### config.mk
export PLATFORM = sky130hd
export DESIGN_NAME = ascensor_sched
export DESIGN_NICKNAME = d
export VERILOG_FILES = /design/src/rtl/ascensor_sched.sv
export SDC_FILE = /design/constraint.sdc
export NUM_CORES = 1
export LEC_CHECK = 0
export ABC_AREA = 1
export CORE_UTILIZATION = 46
export DETAILED_ROUTE_END_ITERATION = 16
export PLACE_DENSITY = 0.75
export SLEW_MARGIN = 20
export SYNTH_ARGS = -nofsm -noshare
export SYNTH_HDL_FRONTEND = slang
export SYNTH_SLANG_ARGS = --single-unit
export TNS_END_PERCENT = 30
### constraint.sdc
create_clock -name CLK -period 1.4 [get_ports CLK]
set_input_delay 0.35 -clock CLK [delete_from_list [all_inputs] [get_ports CLK]]
set_output_delay 0.35 -clock CLK [all_outputs]
set_load 0.03 [all_outputs]
### src/rtl/ascensor_sched.sv
// SCAN call scheduler / motion sequencer driving the cab go_up/go_down/halt commands.
// Call-to-motion 2 cycles, arrival-to-halt 0 cycles after the tick edge; no backpressure, calls always latched.
module ascensor_sched #(
    parameter int N_FLOORS = 4,
    parameter int FLOOR_W  = 2,
    parameter int DWELL    = 8
) (
    input  logic                CLK,
    input  logic                RESET,
    input  logic [N_FLOORS-1:0] call,
    input  logic                floor_tick,
    input  logic                top_lim,
    input  logic                bott_lim,
    output logic                go_up,
    output logic                go_down,
    output logic                halt,
    output logic                door_open,
    output logic [FLOOR_W-1:0]  cur_floor,
    output logic [N_FLOORS-1:0] pending,
    output logic                dir_up
);

    localparam int                 CNT_W     = (DWELL > 1) ? $clog2(DWELL) : 1;
    localparam logic [FLOOR_W-1:0] TOP_FLOOR = FLOOR_W'(N_FLOORS - 1);
    localparam logic [CNT_W-1:0]   CNT_LOAD  = CNT_W'(DWELL - 1);

    typedef enum logic [1:0] {
        S_IDLE,
        S_MOVE_UP,
        S_MOVE_DOWN,
        S_DWELL
    } state_t;

    state_t              r_state;
    state_t              w_state_nxt;
    logic [FLOOR_W-1:0]  r_cur_floor;
    logic [FLOOR_W-1:0]  w_floor_nxt;
    logic [FLOOR_W-1:0]  w_step_floor;
    logic [N_FLOORS-1:0] r_pending;
    logic [N_FLOORS-1:0] w_pending_nxt;
    logic                r_dir_up;
    logic                w_dir_nxt;
    logic [CNT_W-1:0]    r_cnt;
    logic [CNT_W-1:0]    w_cnt_nxt;
    logic                w_above;
    logic                w_below;
    logic                w_clr_en;
    logic [FLOOR_W-1:0]  w_clr_floor;

    always_ff @(posedge CLK or posedge RESET) begin
        if (RESET) begin
            r_state     <= S_IDLE;
            r_cur_floor <= '0;
            r_pending   <= '0;
            r_dir_up    <= 1'b1;
            r_cnt       <= '0;
        end else begin
            r_state     <= w_state_nxt;
            r_cur_floor <= w_floor_nxt;
            r_pending   <= w_pending_nxt;
            r_dir_up    <= w_dir_nxt;
            r_cnt       <= w_cnt_nxt;
        end
    end

    always_comb begin
        w_above = 1'b0;
        w_below = 1'b0;
        for (int i = 0; i < N_FLOORS; i++) begin
            if (r_pending[i] && (i > int'(r_cur_floor))) w_above = 1'b1;
            if (r_pending[i] && (i < int'(r_cur_floor))) w_below = 1'b1;
        end
    end

    always_comb begin
        w_state_nxt  = r_state;
        w_floor_nxt  = r_cur_floor;
        w_dir_nxt    = r_dir_up;
        w_cnt_nxt    = r_cnt;
        w_clr_en     = 1'b0;
        w_clr_floor  = r_cur_floor;
        w_step_floor = r_cur_floor;

        case (r_state)
            S_IDLE: begin
                if (r_pending[r_cur_floor]) begin
                    w_state_nxt = S_DWELL;
                    w_clr_en    = 1'b1;
                    w_cnt_nxt   = CNT_LOAD;
                end else if (w_above && w_below) begin
                    w_state_nxt = r_dir_up ? S_MOVE_UP : S_MOVE_DOWN;
                end else if (w_above) begin
                    w_state_nxt = S_MOVE_UP;
                    w_dir_nxt   = 1'b1;
                end else if (w_below) begin
                    w_state_nxt = S_MOVE_DOWN;
                    w_dir_nxt   = 1'b0;
                end
            end
            S_MOVE_UP: begin
                // The limit switch is authoritative over the tick-derived floor count.
                if (top_lim) begin
                    w_floor_nxt = TOP_FLOOR;
                    w_clr_floor = TOP_FLOOR;
                    if (r_pending[TOP_FLOOR]) begin
                        w_state_nxt = S_DWELL;
                        w_clr_en    = 1'b1;
                        w_cnt_nxt   = CNT_LOAD;
                    end else begin
                        w_state_nxt = S_IDLE;
                    end
                end else if (floor_tick) begin
                    w_step_floor = (r_cur_floor == TOP_FLOOR) ? r_cur_floor : r_cur_floor + 1'b1;
                    w_floor_nxt  = w_step_floor;
                    w_clr_floor  = w_step_floor;
                    if (r_pending[w_step_floor]) begin
                        w_state_nxt = S_DWELL;
                        w_clr_en    = 1'b1;
                        w_cnt_nxt   = CNT_LOAD;
                    end
                end
            end
            S_MOVE_DOWN: begin
                if (bott_lim) begin
                    w_floor_nxt = '0;
                    w_clr_floor = '0;
                    if (r_pending[0]) begin
                        w_state_nxt = S_DWELL;
                        w_clr_en    = 1'b1;
                        w_cnt_nxt   = CNT_LOAD;
                    end else begin
                        w_state_nxt = S_IDLE;
                    end
                end else if (floor_tick) begin
                    w_step_floor = (r_cur_floor == '0) ? r_cur_floor : r_cur_floor - 1'b1;
                    w_floor_nxt  = w_step_floor;
                    w_clr_floor  = w_step_floor;
                    if (r_pending[w_step_floor]) begin
                        w_state_nxt = S_DWELL;
                        w_clr_en    = 1'b1;
                        w_cnt_nxt   = CNT_LOAD;
                    end
                end
            end
            S_DWELL: begin
                // Keep clearing the served floor so repeat presses are absorbed.
                w_clr_en = 1'b1;
                if (r_cnt == '0) begin
                    w_state_nxt = S_IDLE;
                end else begin
                    w_cnt_nxt = r_cnt - 1'b1;
                end
            end
            default: w_state_nxt = S_IDLE;
        endcase
    end

    always_comb begin
        w_pending_nxt = r_pending | call;
        if (w_clr_en) w_pending_nxt[w_clr_floor] = 1'b0;
    end

    assign go_up     = (r_state == S_MOVE_UP);
    assign go_down   = (r_state == S_MOVE_DOWN);
    assign halt      = (r_state == S_IDLE) || (r_state == S_DWELL);
    assign door_open = (r_state == S_DWELL);
    assign cur_floor = r_cur_floor;
    assign pending   = r_pending;
    assign dir_up    = r_dir_up;

endmodule

==> results.md, run 1 <==
- outcome: complete, but fails checks
- violated checks: negative setup slack
- die outline width: 49.7 um
- area inside the core boundary: 0.00204 mm2
- starting DRC count in detailed routing: 38
- highest clock rate: 626 MHz
- count of synthesis-stage warnings from yosys: 0
- total power of the final layout: 4.56 mW
- average routed wire per standard cell: 12.8 um
- clock sink count: 12
- number of synthesized register bits: 12
- final worst-path setup slack: -0.197 ns
- count of nets left with antenna violations after detail routing: 0
- clock period minus final worst setup slack: 1.60 ns
- maximum VDD drop: 2080 uV
- ANT cells: 0
- DR DRC count: 0
- number of buffers added to fix hold violations after cts: 0
- part of the cycle the worst path needs: 114%
- number of I/O pins: 20
- vias in the first global route: 1034
- power density over the cells: 2860 mW/mm2
- data required time of the worst path: 1.05 ns
- Post-Syn Instances: 154
- mean number of vias per cell: 5.29
- number of distinct library cells after synthesis: 25
- number of placement rows: 16
- Layout Area Growth over Synthesis: 52.8%
- area post-placement: 0.00138 mm2
- category of the worst setup path launch point: register
- Worst Reg2Reg Path Length in Cells: 12
- Finished Cell Area: 0.00160 mm2
- number of detailed-route iterations in the first pass: 4
- most common flop cell mapped by yosys: sky130_fd_sc_hd__dfrtp_1
- CP max FO: 5
- grt total ovfl: 0
- launching instance or port of the critical path: r_state[0]$_DFFE_PP0P_
- global placer's final weighted congestion: 0.856
- post-synth top area cell: sky130_fd_sc_hd__dfrtp_1
- Inserted Clock Buffers: 3
- number of max-cap violations: 0
- pin count of the biggest net entering global routing: 13
- Crit Path Class: reg2out
- smallest hold slack: 0.377 ns
- Die Ht: 49.7 um
- top post-synthesis cells by area: sky130_fd_sc_hd__dfrtp_1 26%, sky130_fd_sc_hd__nand2_1 16%, sky130_fd_sc_hd__ha_1 8.4%
- ranking of synthesized cells by instance count: 45 x sky130_fd_sc_hd__nand2_1, 22 x sky130_fd_sc_hd__inv_1, 13 x sky130_fd_sc_hd__nand3_1
- count of input and output buffers: 19
- Starting Density: 51.2%
- count of flip-flops with a built-in enable after synthesis: 0
- total via count in the routed design: 1179
- detailed-placement wirelength estimate: 1930 um
- dominant cell by count in the synthesized netlist: sky130_fd_sc_hd__nand2_1
- post-synthesis area per instance: 6.78 um2
- worst clock skew on the final layout: 0.0104 ns
- Fill cells: 147
- Overall Global Routing Usage: 23.5%
- post-synth top area share: 26.3%
- critical path arrival: 1.25 ns
- number of max-slew violations in the final report: 0
- initial antenna violation count: 0
- portion of the post-synthesis area used by sequential elements: 28.9%
- clock tree root driver cell: sky130_fd_sc_hd__clkbuf_4
- Final Hold Fails: 0
- net count after synthesis: 170
- Final setup violation count: 14
- endpoint kind of the worst setup timing path: output pin
- total number of H-tree levels: 1
- CTS tree: built
- Layout Nets: 213
- normalized max-slew margin: 67.3%
- Total Wirelength: 2850 um
- Die Area: 0.00247 mm2
- Leakage: 0.807 nW
- startpoint of the lowest-slack register-to-register path: r_state[1]$_DFFE_PP0P_
- Worst Tran Pin Value: 0.489 ns
- Clock transition at path regs: 0.08 ns
- Netlist Area Pre-Place: 0.00104 mm2
- proportion of register bits with asynchronous set or reset after synthesis: 100%
- clock latency reported for the late side of the worst-skew pair: 0.29 ns
- proportion of layout cells with a drive suffix above 1: 43.4%
- deepest clock path buffer count: 2
- setup repair after global routing missed its margin: yes
- first-pass GRT wire length: 4350 um
- worst hold-check path type: in2async
## kinds of logic after synthesis
logic type / synth area share [%]
buf+inv: 10.1
flops: 28.9
compound gates: 11.3
xor+xnor: 0.838
simple gates: 40.6
fa+ha+maj: 8.38
## power breakdown
part           internal, mW  switching [mW]  total, mW
logic                  1.56            2.01       3.57
registers             0.544           0.209      0.753
clock network         0.111           0.129      0.239
## layout by cell type (no fill, tap or decap)
master,n
sky130_fd_sc_hd__inv_2,6
sky130_fd_sc_hd__or2_2,4
sky130_fd_sc_hd__clkbuf_4,3
sky130_fd_sc_hd__nor3_1,1
sky130_fd_sc_hd__a21oi_2,1
sky130_fd_sc_hd__dfstp_2,1
sky130_fd_sc_hd__nand2_1,40
sky130_fd_sc_hd__nand3_4,1
sky130_fd_sc_hd__a31oi_2,1
sky130_fd_sc_hd__o21ai_0,4
sky130_fd_sc_hd__nor2_2,2
sky130_fd_sc_hd__nand2_2,8
sky130_fd_sc_hd__dfrtp_2,4
sky130_fd_sc_hd__dlymetal6s2s_1,1
sky130_fd_sc_hd__ha_1,3
sky130_fd_sc_hd__clkdlybuf4s50_1,7
sky130_fd_sc_hd__nand4_1,1
sky130_fd_sc_hd__clkbuf_1,1
sky130_fd_sc_hd__nand3_2,6
sky130_fd_sc_hd__a21oi_1,6
sky130_fd_sc_hd__o21ai_1,2
sky130_fd_sc_hd__nand3_1,10
sky130_fd_sc_hd__a21oi_4,1
sky130_fd_sc_hd__inv_1,17
sky130_fd_sc_hd__inv_4,2
sky130_fd_sc_hd__buf_4,22
sky130_fd_sc_hd__o211ai_1,1
sky130_fd_sc_hd__nor2_4,4
sky130_fd_sc_hd__dfrtp_1,7
sky130_fd_sc_hd__nand2_4,3
sky130_fd_sc_hd__nor2_1,7
sky130_fd_sc_hd__xnor2_1,1
sky130_fd_sc_hd__ha_4,4
sky130_fd_sc_hd__o21ai_2,2
sky130_fd_sc_hd__buf_6,9
sky130_fd_sc_hd__o21ai_4,1
sky130_fd_sc_hd__a21boi_1,2
## path summary, 6_finish.rpt
kind	endpoint	slack [ns]
worst max-delay path	go_up	-0.20
worst min-delay path	pending[2]$_DFF_PP0_	0.38
worst max register to register	pending[3]$_DFF_PP0_	-0.19
worst min register to register	r_cnt[0]$_DFFE_PP0P_	0.53
max in group asynchronous	r_state[1]$_DFFE_PP0P_	0.65
min in group CLK	r_cnt[0]$_DFFE_PP0P_	0.53
## critical path, stage by stage (launching register included)
cell	delay (ns)
sky130_fd_sc_hd__dfrtp_1	0.41
sky130_fd_sc_hd__buf_6	0.14
sky130_fd_sc_hd__ha_4	0.18
sky130_fd_sc_hd__buf_6	0.12
sky130_fd_sc_hd__buf_6	0.13
## routing by layer
| metal | part of all wire [%] | track usage, % | wire length (um) | up-vias |
|---|---|---|---|---|
| li1 | - | - | - | 574 |
| met5 | 0 | 0 | 0 | - |
| met4 | 1.9 | 11.0 | 54 | 0 |
| met1 | 42 | 29.3 | 1190 | 552 |
| met2 | 51 | 39.2 | 1440 | 47 |
| met3 | 5.6 | 4.01 | 160 | 6 |
## per-stage QoR
stage          setup WS [ns]  TNS [ns]  util (%)  std cells
2_1_floorplan         -0.145    -0.699         -        154
3_3_place_gp          -0.306     -2.60      67.5        211
3_5_place_dp          -0.304     -2.68      67.5        211
4_1_cts               -0.196     -1.50      72.6        219
5_1_grt               -0.276     -2.95      78.2        223
6_report              -0.197     -2.03      78.2        223
## cell type report
cell class	count	area, um2	share of cell area [%]
Sequential cell	12	307	19.2
Multi-Input combinational cell	116	782	49.0
Timing Repair Buffer	39	349	21.9
Tap cell	27	33.8	2.12
Clock buffer	4	26.3	1.65
Inverter	25	98.8	6.19
## state kept, by name, indices dropped and copies added, names as in the netlist
| register | count |
|---|---|
| pending | 4 |
| cur_floor | 2 |
| r_cnt | 3 |
| dir_up | 1 |
| r_state | 2 |
## what timing repair did
action / CTS / global route
pin swaps: 7 / 13
gates resized for setup: 16 / 22
buffers inserted: 4 / 4
endpoints found under the hold margin: 0 / 0
setup endpoints to repair: 14 / 14
No activity file was read; power rests on OpenSTA's default activity.
==> run 2, diff against run 1 <==
Settings changed: CORE_MARGIN set to 2, CORE_UTILIZATION 46 to 51, PLACE_DENSITY 0.75 to 0.79.
Clock period 1.4 ns to 1.83 ns, I/O delays scaled along.
==> run 2 against run 1 <==
  * The run now ends clean
  * Cell count is 6.3% lower
  * Flip-flop and latch count stayed put
  * Largest cell class unchanged
  * Routed wire length is 6.7% lower
  * First-iteration DRC count is 11% higher
==> results.md, run 2 (synthesized netlist as in run 1, its figures left out) <==
- outcome: complete, no violations
- category of the worst setup path launch point: register
- Overall Global Routing Usage: 23.0%
- maximum VDD drop: 1140 uV
- Die Ht: 49.3 um
- pin count of the biggest net entering global routing: 13
- Fill cells: 180
- initial antenna violation count: 0
- die outline width: 49.3 um
- setup tns final: 0 ns
- register-to-register path setup slack: 0.15 ns
- Non-Filler Instances: 209
- deepest clock path buffer count: 2
- Leakage: 0.703 nW
- mean number of vias per cell: 5.26
- Clock transition at path regs: 0.09 ns
- part of the cycle the worst path needs: 99.0%
- Inserted Clock Buffers: 3
- average routed wire per standard cell: 12.7 um
- worst clock skew on the final layout: 0.00940 ns
- Total Wirelength: 2660 um
- Layout Nets: 199
- combined flip-flop and latch cell area: 303 um2
- Final setup violation count: 0
- count of input and output buffers: 19
- number of placement rows: 16
- vias in the first global route: 1029
- CTS tree: built
- most common library cell in the layout ignoring fill and taps: sky130_fd_sc_hd__nand2_1
- detailed-placement wirelength estimate: 1970 um
- number of cells after detailed placement: 204
- RR Endpoint: pending[3]$_DFF_PP0_
- DR DRC count: 0
- area of the multi-input gates: 668 um2
- number of max-slew violations in the final report: 0
- commonest non-fill, non-tap cells in the layout: 45 x sky130_fd_sc_hd__nand2_1, 21 x sky130_fd_sc_hd__inv_1, 13 x sky130_fd_sc_hd__nand3_1
- data required time of the worst path: 1.37 ns
- clock period minus final worst setup slack: 1.81 ns
- Crit Path Class: reg2out
- global placer's final weighted congestion: 0.852
- launching instance or port of the critical path: r_state[1]$_DFFE_PP0P_
- Worst Tran Pin Value: 0.522 ns
- first-pass GRT wire length: 4400 um
- starting DRC count in detailed routing: 42
- clock latency reported for the late side of the worst-skew pair: 0.28 ns
- Starting Density: 53.8%
- total number of H-tree levels: 1
- Final Hold Fails: 0
- CP max FO: 4
- clock sink count: 12
- number of detailed-route iterations in the first pass: 4
- count of nets left with antenna violations after detail routing: 0
- grt total ovfl: 0
- worst hold-check path type: in2async
- number of I/O pins: 20
- number of flip-flops under the largest register name: 4
- Layout Area Growth over Synthesis: 28.9%
- power density over the cells: 2070 mW/mm2
- proportion of layout cells with a drive suffix above 1: 22.5%
- normalized max-slew margin: 65.2%
- ANT cells: 0
- Worst Reg2Reg Path Length in Cells: 13
- startpoint of the lowest-slack register-to-register path: r_state[0]$_DFFE_PP0P_
- number of max-cap violations: 0
- highest clock rate: 552 MHz
- area inside the core boundary: 0.00194 mm2
- critical path arrival: 1.36 ns
- clock tree root driver cell: sky130_fd_sc_hd__clkbuf_4
- endpoint kind of the worst setup timing path: output pin
- Die Area: 0.00243 mm2
- number of buffers added to fix hold violations after cts: 0
- total via count in the routed design: 1099
run 2: cell type report:
| type | count | area share [%] |
|---|---|---|
| Multi-Input combinational cell | 116 | 49.6 |
| Sequential cell | 12 | 22.5 |
| Timing Repair Buffer | 25 | 16.4 |
| Inverter | 25 | 6.97 |
| Tap cell | 27 | 2.51 |
| Clock buffer | 4 | 1.95 |
run 2: worst max-delay path by stage:
stage                     depth (start not counted)              endpoint  slack [ns]
after floorplan                                  13  pending[3]$_DFF_PP0_        0.07
after global placement                            8  pending[1]$_DFF_PP0_       -0.03
after detailed placement                         11  pending[3]$_DFF_PP0_       -0.06
after CTS                                         3                 go_up       -0.02
after global routing                              4                  halt      -0.007
final                                             4                  halt        0.02
run 2: worst max-delay path, stage by stage (launching register included):
cell and delay [ns]:
sky130_fd_sc_hd__dfrtp_1 0.42, sky130_fd_sc_hd__inv_1 0.19, sky130_fd_sc_hd__ha_4 0.25, sky130_fd_sc_hd__inv_1 0.07, sky130_fd_sc_hd__buf_4 0.15
run 2: power by group:
part	internal, mW	leakage [nW]	switching (mW)
logic	0.777	0.556	1.31
registers	0.410	0.133	0.104
clock network	0.0846	0.0150	0.0992
total	1.27	0.703	1.51
run 2: what timing repair did:
item / CTS / global route
endpoints found under the hold margin: 0 / 0
resized for setup: 4 / 6
setup buffers: 0 / 1
endpoints found under the setup margin: 4 / 6
run 2: through the flow:
step                      total power, mW  worst slack, ns  hold slack (ns)  area (um2)  util (%)
after detailed placement             2.49          -0.0593            0.518        1280      66.2
after global placement               2.43          -0.0250            0.505        1280      66.2
final                                2.79           0.0174            0.498        1350      69.3
after floorplan                      1.94           0.0721            0.321        1040         -
after CTS                            2.70          -0.0213            0.514        1320      68.0
after global routing                 3.04         -0.00742            0.560        1350      69.3
run 2: per-layer routing:
layer	share of wire (%)	global-route usage, %
met5	0	0
met4	2.1	8.57
met2	47	36.7
met3	6.6	3.68
met1	44	31.0
